[config.mk]
export PLATFORM = sky130hd
export DESIGN_NAME = ram_write_arbiter
export DESIGN_NICKNAME = d
export VERILOG_FILES = /design/src/rtl/ram_write_arbiter.sv
export SDC_FILE = /design/constraint.sdc
export NUM_CORES = 1
export LEC_CHECK = 0
export CORE_AREA = 10 10 71 67
export CTS_BUF_LIST = sky130_fd_sc_hd__clkbuf_2 sky130_fd_sc_hd__clkbuf_4 sky130_fd_sc_hd__clkbuf_8
export DETAILED_ROUTE_END_ITERATION = 6
export DIE_AREA = 0 0 81 77
export DONT_BUFFER_PORTS = 1
export GPL_ROUTABILITY_DRIVEN = 1
export PLACE_DENSITY = 0.61
export SYNTH_ARGS = -nofsm -noshare
export SYNTH_HDL_FRONTEND = slang
export SYNTH_SLANG_ARGS = --single-unit
[constraint.sdc]
create_clock -name clk_w -period 2.35 [get_ports clk_w]
set_input_delay 0.3525 -clock clk_w [delete_from_list [all_inputs] [get_ports clk_w]]
set_output_delay 0.3525 -clock clk_w [all_outputs]
set_load 0.02 [all_outputs]
[src/rtl/ram_write_arbiter.sv]
`default_nettype none
// ============================================================================
// Module   : ram_write_arbiter
// Purpose  : Two-requester burst-limited write arbiter feeding a split-region RAM.
// Revision : 1.0 - initial release
// ============================================================================
module ram_write_arbiter #(
    parameter int DATA_WIDTH = 8,
    parameter int ADDR_BITS  = 4,
    parameter int BURST_MAX  = 4
) (
    input  logic                  clk_w,
    input  logic                  reset,
    input  logic                  clear,
    input  logic                  req_a,
    input  logic                  req_b,
    input  logic [DATA_WIDTH-1:0] data_a,
    input  logic [DATA_WIDTH-1:0] data_b,
    output logic                  gnt_a,
    output logic                  gnt_b,
    output logic                  en_w,
    output logic [ADDR_BITS-1:0]  write_addr,
    output logic [DATA_WIDTH-1:0] data,
    output logic                  wrap_a,
    output logic                  wrap_b
);

    localparam int PTR_BITS = ADDR_BITS - 1;
    localparam int CNT_BITS = $clog2(BURST_MAX + 1);
    localparam logic [CNT_BITS-1:0] BURST_LAST = CNT_BITS'(BURST_MAX - 1);

    typedef enum logic [1:0] {
        IDLE    = 2'd0,
        GRANT_A = 2'd1,
        GRANT_B = 2'd2
    } state_t;

    state_t              state, state_next;
    logic [CNT_BITS-1:0] burst_cnt, burst_cnt_next;
    logic                last_b, last_b_next;   // 1: B was granted most recently
    logic [PTR_BITS-1:0] ptr_a, ptr_b;          // region offsets; B's MSB is implied
    logic                xfer_a, xfer_b;

    assign xfer_a = req_a & gnt_a;
    assign xfer_b = req_b & gnt_b;

    always_comb begin
        state_next     = state;
        burst_cnt_next = burst_cnt;
        last_b_next    = last_b;
        case (state)
            IDLE: begin
                if (req_a && (!req_b || last_b))
                    state_next = GRANT_A;
                else if (req_b)
                    state_next = GRANT_B;
            end
            GRANT_A: begin
                if (!req_a)
                    state_next = req_b ? GRANT_B : IDLE;
                else if (burst_cnt == BURST_LAST) begin
                    if (req_b)
                        state_next = GRANT_B;
                    else
                        burst_cnt_next = '0;
                end else
                    burst_cnt_next = burst_cnt + 1'b1;
            end
            GRANT_B: begin
                if (!req_b)
                    state_next = req_a ? GRANT_A : IDLE;
                else if (burst_cnt == BURST_LAST) begin
                    if (req_a)
                        state_next = GRANT_A;
                    else
                        burst_cnt_next = '0;
                end else
                    burst_cnt_next = burst_cnt + 1'b1;
            end
            default: state_next = IDLE;
        endcase
        if (state_next != state) begin
            burst_cnt_next = '0;
            if (state_next == GRANT_A)
                last_b_next = 1'b0;
            else if (state_next == GRANT_B)
                last_b_next = 1'b1;
        end
    end

    always_ff @(posedge clk_w) begin
        if (!reset) begin
            state      <= IDLE;
            burst_cnt  <= '0;
            last_b     <= 1'b1;
            ptr_a      <= '0;
            ptr_b      <= '0;
            gnt_a      <= 1'b0;
            gnt_b      <= 1'b0;
            en_w       <= 1'b0;
            wrap_a     <= 1'b0;
            wrap_b     <= 1'b0;
            write_addr <= '0;
            data       <= '0;
        end else if (clear) begin
            // Same-cycle transfer is dropped; address/data keep their last values.
            state     <= IDLE;
            burst_cnt <= '0;
            last_b    <= 1'b1;
            ptr_a     <= '0;
            ptr_b     <= '0;
            gnt_a     <= 1'b0;
            gnt_b     <= 1'b0;
            en_w      <= 1'b0;
            wrap_a    <= 1'b0;
            wrap_b    <= 1'b0;
        end else begin
            state     <= state_next;
            burst_cnt <= burst_cnt_next;
            last_b    <= last_b_next;
            gnt_a     <= (state_next == GRANT_A);
            gnt_b     <= (state_next == GRANT_B);
            en_w      <= xfer_a | xfer_b;
            wrap_a    <= xfer_a & (&ptr_a);
            wrap_b    <= xfer_b & (&ptr_b);
            if (xfer_a) begin
                write_addr <= {1'b0, ptr_a};
                data       <= data_a;
                ptr_a      <= ptr_a + 1'b1;
            end else if (xfer_b) begin
                write_addr <= {1'b1, ptr_b};
                data       <= data_b;
                ptr_b      <= ptr_b + 1'b1;
            end
        end
    end

endmodule
`default_nettype wire
==> impl_metrics.tcl, run 1 <==
set metrics [dict create \
    status "completed" \
    crit_path_end_kind "flop" \
    synth_most_common_cell "dfxtp_1" \
    final_core_util_pct 46.9 \
    grt_antenna_before_repair 0 \
    ys_types 35 \
    synth_common_cells "29 x dfxtp_1, 24 x nand3_1, 17 x nand2_1, 13 x nor2_1, 11 x o211a_1" \
    layout-drive-gt1-share_pct 14.1 \
    tns_ns 0 \
    overflow 0 \
    track_usage_pct 10.3 \
    dp_hpwl_um 2380 \
    ys_warn_count 0 \
    wl_per_cell_um 15.5 \
    path_cells "ha_1 -> and3b_2 -> a211oi_1 -> o211ai_1 -> ha_1 -> nand3b_2 -> mux2i_1" \
    drcViolationCount 0 \
    grt_pass1_vias 1150 \
    num_vias 1104 \
    p_leak_nw 0.740 \
    fp.dieW_um 81 \
    critPathKind "flop to flop" \
    worstMarginPinSlew_ns 0.814 \
    cts_buffers 5 \
    worst-path-buf-inv 0 \
    synthTopCellsByArea "dfxtp_1 41%, nand3_1 8.5%, o211a_1 7.8%, ha_1 6.2%, nand2_1 4.5%" \
    async_reset_ff_share_pct 0 \
    synth_top_area_share_pct 41.0 \
    min_period_ns 1.92 \
    rsz0062_at_grt "no" \
    synth_area_per_cell_um2 9.14 \
    synth_fa_ha_area_share_pct 6.18 \
    setup_viol 0 \
    synth_top_family_by_area "simple AND/OR/NAND/NOR gates" \
    synthMuxAreaShare_pct 2.12 \
    synth_top_area_cell "dfxtp_1" \
    max_slew_margin_pct 45.7 \
    seqPwrFrac_pct 46.5 \
    slew_violations 0 \
    ctsHoldBuffers 0 \
    die_area_mm2 0.00624 \
    cts_tree "built" \
    fin_skew_ns 0.00569 \
    yosysSeqAreaShare_pct 41.0 \
    port_buffers 0 \
    worstSkewPairLatency_ns 0.28 \
    wl_um 3110 \
    final_area_mm2 0.00155 \
    drt-vias-per-instance 5.52 \
    dpl_cell_area_mm2 0.00143 \
    synth-simple-area-share_pct 25.6 \
    power.share.clock_pct 48.3 \
    syn_inst 155 \
    h-tree-depth 2 \
    cp.arrival_ns 2.08 \
    synth_xor_area_share_pct 1.86 \
    clock-root-buffer "clkbuf_8" \
    nets 183 \
    io_pins 38 \
    worst_path_max_delay_cell "dfxtp_1" \
    die_y_um 77 \
    start_util_pct 42.9 \
    crit_family "adder cells" \
    firstDrtPassIters 4 \
    comb_power_share_pct 5.2 \
    p_int_mw 0.883 \
    grt_max_degree 21 \
    p_sw_share_pct 20.4 \
    crit_required_ns 2.51 \
    finalCritPeriodShare_pct 81.8 \
    drt_iter0_drc 50 \
    cts-resized-gates 0 \
    cts_sinks 29 \
    synth_flop_cell "dfxtp_1" \
    core-area_mm2 0.00330 \
    peakVddDrop_v 0.000314 \
    clk_pin_slew_ns 0.06 \
    start_kind "flop" \
    cellPowerDensity_mw_per_mm2 717 \
    cts_buffer_depth 2 \
    num_rows 20 \
    synth_nets 183 \
    diodes 0 \
    areaGrowthSynthToFinish_pct 9.28 \
    max_freq_mhz 520 \
    synth-seq-cells 29 \
    max_cap_violations 0 \
    cpMostUsedCell "ha_1" \
    critical_path.max_fanout 4 \
    min_path_type "input pin to flop" \
    power_switching_mw 0.227 \
    synth_area_mm2 0.00142 \
    synth_edf_count 0 \
    postCtsSetupRepairBufs 0 \
    synth-compound-area-share_pct 17.2 \
    grt_pass1_wl_um 5150 \
    gp_congestion 0.730 \
    cpPeakStageDelay_ns 0.32 \
    hold_violations 0 \
    antenna_left 0 \
]
==> stage by stage <==
stage	total power, mW	hold slack (ns)	instances	setup WS, ns
after CTS	1.13	0.183	200	0.413
final	1.11	0.190	200	0.427
after detailed placement	0.585	0.472	192	0.423
after global placement	0.582	0.462	192	0.532
after global routing	1.15	0.188	200	0.311
after floorplan	0.584	0.453	155	0.582
==> kinds of logic (layout without fill, tap and decap cells) <==
| family | count (synthesis) | in the layout |
|---|---|---|
| compound gates | 27 | 27 |
| mux | 3 | 3 |
| xor+xnor | 3 | 3 |
| simple gates | 71 | 71 |
| flops | 29 | 29 |
| fa+ha+maj | 7 | 7 |
| buf+inv | 15 | 16 |
==> flip-flops by register name (all words and copies together) (netlist names), 2 cells and up <==
register    flops
data            8
write_addr      4
burst_cnt       3
ptr_a           3
ptr_b           3
state           2
==> path summary, 6_finish.rpt <==
| kind | start | endpoint | slack [ns] | cells past startpoint |
|---|---|---|---|---|
| worst min register to register | ptr_a[2] | ptr_a[2] | 0.48 | 2 |
| worst min-delay path | reset | en_w | 0.19 | 1 |
| worst max register to register | burst_cnt[0] | last_b | 0.43 | 7 |
| worst max-delay path | burst_cnt[0] | last_b | 0.43 | 7 |
==> layer usage <==
layer	part of all wire [%]	GRT usage (%)	wire length [um]	vias up
met2	48	16.4	1500	25
met3	9.6	6.29	300	6
met1	41	10.7	1260	527
li1	-	-	-	546
met5	0	0	0	-
met4	1.5	4.15	48	0
==> cell usage in the layout, fill, tap and decap left out <==
cell type	n
dfxtp_1	29
xnor2_1	2
mux2i_1	3
clkbuf_8	6
o221a_2	1
inv_1	5
nor3_1	1
and2_1	3
clkbuf_4	1
nand2b_1	2
buf_4	3
o211ai_1	2
nor3b_1	1
a211oi_1	2
a22oi_1	1
nor2_1	13
and3b_2	1
nand2_1	17
nor2b_1	1
a21oi_1	2
and3_1	3
o21ai_0	1
and3b_1	1
nand3_1	24
bufinv_16	1
o21ai_4	1
a22oi_2	1
nand3b_2	1
xor2_1	1
o211a_1	11
nand2_2	1
a21oi_2	3
and3b_4	2
o21a_1	2
ha_1	7
==> cell type report <==
class | instances | area, um2
clock buffer | 7 | 90.1
clock inverter | 1 | 30.0
fill | 325 | 1760
inverter | 5 | 18.8
multi-input combinational | 111 | 751
sequential | 29 | 581
tap | 44 | 55.1
timing repair buffer | 3 | 22.5
==> worst register-to-register path, delay by kind of cell (launching register included) <==
family | cells | cell delay, ns
muxes | 1 | 0.14
and+or+nand+nor | 2 | 0.43
DFF | 1 | 0.32
AOI/OAI and AO/OA | 2 | 0.37
adders and majority gates | 2 | 0.55
==> power by group through the flow <==
stage	Sequential (mW)	Clock (mW)	Combinational, mW
after global placement	0.527	0	0.0557
after detailed placement	0.527	0	0.0582
after floorplan	0.524	0	0.0595
after CTS	0.516	0.551	0.0585
after global routing	0.517	0.572	0.0647
final	0.516	0.536	0.0577
Note: power is estimated with default switching activity, not from simulation.
==> inputs of run 2 (changes only) <==
PLACE_DENSITY = 0.63   (was 0.61)
clock period = 1.7 ns   (was 2.35 ns; I/O delays follow)
==> run 2 against run 1 <==
Compared with the run above: the flow now finishes with violations (setup timing); setup slack lost 0.43 ns; sequential cell count is the same; final cell count grew 3.0%; register-to-register slack lost 0.43 ns; via count shrank 0.54%; clock power grew 2%; combinational power grew 67%; largest cell class unchanged.
==> impl_metrics.tcl, run 2 (synthesis gave the netlist of run 1 again) <==
set metrics [dict create \
    final_common_cell "dfxtp_1" \
    overflow 0 \
    layout-drive-gt1-share_pct 22.2 \
    critical_path.max_fanout 4 \
    peakVddDrop_v 0.000635 \
    rsz0062_at_grt "yes" \
    holdCritStartpoint "reset" \
    die_y_um 77 \
    r2r_setup_slack_ns -0.005 \
    die_area_mm2 0.00624 \
    grt_antenna_before_repair 0 \
    crit_path_end_kind "flop" \
    grt_max_degree 24 \
    gp_congestion 0.770 \
    min_period_ns 1.71 \
    seqPwrFrac_pct 52.6 \
    hold_violations 0 \
    top_register "data" \
    cellPowerDensity_mw_per_mm2 845 \
    worst-path-buf-inv 1 \
    critPathKind "flop to flop" \
    max_slew_margin_pct 72.6 \
    dpl_cell_area_mm2 0.00150 \
    fp.dieW_um 81 \
    num_vias 1098 \
    clock-root-buffer "clkbuf_8" \
    final_area_mm2 0.00161 \
    final_cell_mix "26 x dfxtp_1, 24 x nand3_1, 17 x nand2_1, 13 x nor2_1, 11 x o211a_1" \
    worstMarginPinSlew_ns 0.411 \
    hold_end "en_w" \
    io_pins 38 \
    r2r_end "last_b" \
    wl_um 3130 \
    drt_iter0_drc 71 \
    p_leak_nw 0.765 \
    largest_reg_flops 8 \
    finalCritPeriodShare_pct 100 \
    p_sw_share_pct 23.4 \
    path_cells "ha_4 -> and3b_1 -> a211oi_2 -> o211ai_1 -> inv_1 -> ha_1 -> nand3b_4 -> mux2i_1" \
    drt-vias-per-instance 5.33 \
    r2r_start "burst_cnt[0]" \
    cts_buffers 5 \
    max_cap_violations 0 \
    power_switching_mw 0.318 \
    p_int_mw 1.04 \
    crit_family "adder cells" \
    nets 189 \
    cts_tree "built" \
    timing.hold.ws_ns 0.0994 \
    cts_sinks 29 \
    grt_pass1_vias 1029 \
    antenna_left 0 \
    cp.arrival_ns 1.86 \
    h-tree-depth 2 \
    dp_hpwl_um 2370 \
    crit_required_ns 1.86 \
    diodes 0 \
    min_path_type "input pin to flop" \
    comb_power_share_pct 7.1 \
    firstDrtPassIters 4 \
    violations "setup timing" \
    start_kind "flop" \
    hold_depth 1 \
    areaGrowthSynthToFinish_pct 13.4 \
    grt_pass1_wl_um 5040 \
    track_usage_pct 10.1 \
    setup_viol 1 \
    fin_skew_ns 0.00437 \
    place_ws_ns -0.0407 \
    status "finished with violations" \
    top_regs "data x8, write_addr x4" \
    core-area_mm2 0.00330 \
    num_rows 20 \
    setup_ws_ns -0.00536 \
    worst-r2r-cell-count 8 \
    cts_buffer_depth 2 \
    port_buffers 0 \
    slew_violations 0 \
    wl_per_cell_um 15.2 \
    cpPeakStageDelay_ns 0.35 \
    worst_path_max_delay_cell "dfxtp_2" \
    worstSkewPairLatency_ns 0.27 \
    tns_ns -0.00536 \
    max_freq_mhz 586 \
    clk_pin_slew_ns 0.06 \
    power.share.clock_pct 40.3 \
    final_core_util_pct 48.6 \
    start_util_pct 42.9 \
    drcViolationCount 0 \
]
[run 2: changes by cell type in the layout (fill, tap and decap cells not counted), moves of 2 or more]
cell,previous run,this run
buf_4,3,9
a211oi_2,0,2
dfxtp_2,0,3
a211oi_1,2,0
clkinv_2,0,2
dfxtp_1,29,26
[run 2: timing repair]
| item | CTS | global route |
|---|---|---|
| buffers inserted | 1 | 0 |
| setup endpoints to repair | 1 | 1 |
| hold buffers | 0 | 0 |
| pin swaps | 6 | 0 |
| resized for setup | 1 | 2 |
[run 2: area by class of cell]
| type | instances | area, um2 |
|---|---|---|
| tap | 44 | 55.1 |
| clock inverter | 2 | 10.0 |
| multi-input combinational | 111 | 795 |
| inverter | 5 | 18.8 |
| fill | 333 | 1700 |
| sequential | 29 | 584 |
| clock buffer | 6 | 76.3 |
| timing repair buffer | 9 | 67.6 |
[run 2: power groups by stage]
stage	Combinational (mW)	Clock (mW)	Sequential (mW)
floorplan	0.0874	0	0.725
global placement	0.0907	0	0.728
detailed placement	0.0938	0	0.729
CTS	0.0957	0.568	0.714
global route	0.107	0.600	0.715
finish	0.0962	0.547	0.714
[run 2: how the worst max path moves through the flow]
stage                       startpoint      to  slack, ns  cells after the start
final                     burst_cnt[0]  last_b     -0.005                      8
after global routing      burst_cnt[0]  last_b      -0.16                      8
after CTS                 burst_cnt[0]  last_b      -0.01                      8
after detailed placement  burst_cnt[0]  last_b      -0.04                      8
after global placement    burst_cnt[0]  last_b       0.03                      7
after floorplan           burst_cnt[0]  last_b       0.04                      7
[run 2: through the flow]
step	std cells	power [mW]
final	206	1.36
after global routing	206	1.42
after CTS	206	1.38
after detailed placement	197	0.823
after global placement	197	0.819
after floorplan	155	0.812
[run 2: routing by layer]
metal	vias to the layer above	track usage [%]	part of all wire [%]
li1	554	-	-
met1	507	12.5	42
met2	35	14.4	46
met3	2	5.94	11
met4	0	2.77	0.42
met5	-	0	0
==> inputs of run 3 (changes only) <==
SKIP_CTS_REPAIR_TIMING = 1   (was unset)
==> run 3 against run 2 <==
Compared with the run above: the flow still finishes with violations (setup timing); register-to-register slack worse by 0.03 ns; die area unchanged; utilization decreased by 0.53 points; count of clock-buffer cells in the layout is the same; power is 0.25% lower.
==> impl_metrics.tcl, run 3 (synthesis gave the netlist of run 1 again) <==
set metrics [dict create \
    hold_violations 0 \
    cpPeakStageDelay_ns 0.34 \
    cts_tree "built" \
    r2r_end "last_b" \
    min_path_type "input pin to flop" \
    final_core_util_pct 48.1 \
    cp.depth 8 \
    io_pins 38 \
    worstSkewPairLatency_ns 0.27 \
    port_buffers 0 \
    violations "setup timing" \
    grt_max_degree 24 \
    worstMarginPinSlew_ns 0.412 \
    cts_sinks 29 \
    fp.dieW_um 81 \
    path_cells "ha_4 -> and3b_1 -> a211oi_1 -> o211ai_1 -> inv_1 -> ha_1 -> nand3b_4 -> mux2i_1" \
    worst-r2r-cell-count 8 \
    timing.hold.ws_ns 0.100 \
    wl_per_cell_um 15.1 \
    dp_cells 197 \
    diodes 0 \
    setup_viol 1 \
    crit_start "burst_cnt[0]" \
    num_rows 20 \
    start_kind "flop" \
    status "finished with violations" \
    firstDrtPassIters 4 \
    top_register "data" \
    crit_path_end_kind "flop" \
    fillerInstances 334 \
    drcViolationCount 0 \
    clk_pin_slew_ns 0.06 \
    peakVddDrop_v 0.000634 \
    finalCritPeriodShare_pct 102 \
    cp.arrival_ns 1.89 \
    crit_path_end "last_b" \
    nets 188 \
    p_leak_nw 0.757 \
    drt-vias-per-instance 5.38 \
    worst-path-buf-inv 1 \
    num_vias 1102 \
    max_cap_violations 0 \
    critPathKind "flop to flop" \
    dp_hpwl_um 2370 \
    cts_buffers 5 \
    crit_family "adder cells" \
    core-area_mm2 0.00330 \
    die_area_mm2 0.00624 \
    start_util_pct 42.9 \
    final_common_cell "dfxtp_1" \
    layout-drive-gt1-share_pct 20.5 \
    overflow 0 \
    fin_skew_ns 0.00452 \
    max_slew_margin_pct 72.5 \
    gp_congestion 0.770 \
    areaGrowthSynthToFinish_pct 12.2 \
    top_regs "data x8, write_addr x4" \
    drt_iter0_drc 72 \
    slew_violations 0 \
    crit_required_ns 1.86 \
    final_cells 205 \
    r2r_start "burst_cnt[0]" \
    multi_input_area_um2 785 \
    die_y_um 77 \
    tns_ns -0.0323 \
    min_period_ns 1.73 \
    track_usage_pct 10.0 \
    largest_reg_flops 8 \
    final_cell_mix "26 x dfxtp_1, 24 x nand3_1, 17 x nand2_1, 13 x nor2_1, 11 x o211a_1" \
    grt_antenna_before_repair 0 \
    grt_pass1_wl_um 4990 \
    clock-root-buffer "clkbuf_8" \
    critical_path.max_fanout 4 \
    antenna_left 0 \
    cts_buffer_depth 2 \
    r2r_setup_slack_ns -0.03 \
    rsz0062_at_grt "yes" \
    h-tree-depth 2 \
    max_freq_mhz 577 \
    regArea_um2 584 \
    cellPowerDensity_mw_per_mm2 852 \
    setup_ws_ns -0.0323 \
    wl_um 3100 \
    worst_path_max_delay_cell "dfxtp_2" \
    grt_pass1_vias 1026 \
]
-- run 3: changes by cell type in the layout (fill, tap and decap cells not counted), sizes merged --
cell / delta
buf: -1
-- run 3: how the worst min path moves through the flow --
| stage | startpoint | cells after the start | end | slack (ns) |
|---|---|---|---|---|
| 2_1_floorplan | reset | 1 | en_w | 0.38 |
| 3_3_place_gp | reset | 1 | en_w | 0.38 |
| 5_1_grt | reset | 1 | en_w | 0.09 |
| 4_1_cts | reset | 1 | en_w | 0.09 |
| 6_report | reset | 1 | en_w | 0.10 |
| 3_5_place_dp | reset | 1 | en_w | 0.38 |
-- run 3: where the power goes --
part	internal (mW)	switching, mW	total (mW)	leakage [nW]
Sequential	0.692	0.0215	0.714	0.236
Clock	0.299	0.248	0.546	0.0484
Combinational	0.0459	0.0475	0.0935	0.473
-- run 3: area by class of cell --
cell class              count  area share (%)
clock inverters             2           0.630
clock buffers               6            4.80
repair buffers              8            3.78
flip-flops and latches     29            36.8
multi-input cells         111            49.4
inverters                   5            1.18
well taps                  44            3.46
-- run 3: worst register-to-register path, stage by stage (launching register included) --
cell and delay [ns]:
dfxtp_2 0.34, ha_4 0.17, and3b_1 0.18, a211oi_1 0.20, o211ai_1 0.13, inv_1 0.10
ha_1 0.23, nand3b_4 0.15, mux2i_1 0.13
-- run 3: layer usage --
layer / GRT usage, % / vias up / wire length, um
li1: - / 556 / -
met5: 0 / - / 0
met2: 14.6 / 33 / 1430
met1: 12.2 / 511 / 1320
met3: 5.83 / 2 / 335
met4: 2.60 / 0 / 13
-- run 3: metrics by stage --
step	total power [mW]	area, um2	worst slack (ns)
floorplan	0.812	1450	0.0353
global placement	0.819	1500	0.0259
detailed placement	0.823	1500	-0.0407
CTS	1.38	1590	-0.0481
global route	1.42	1590	-0.119
finish	1.35	1590	-0.0323
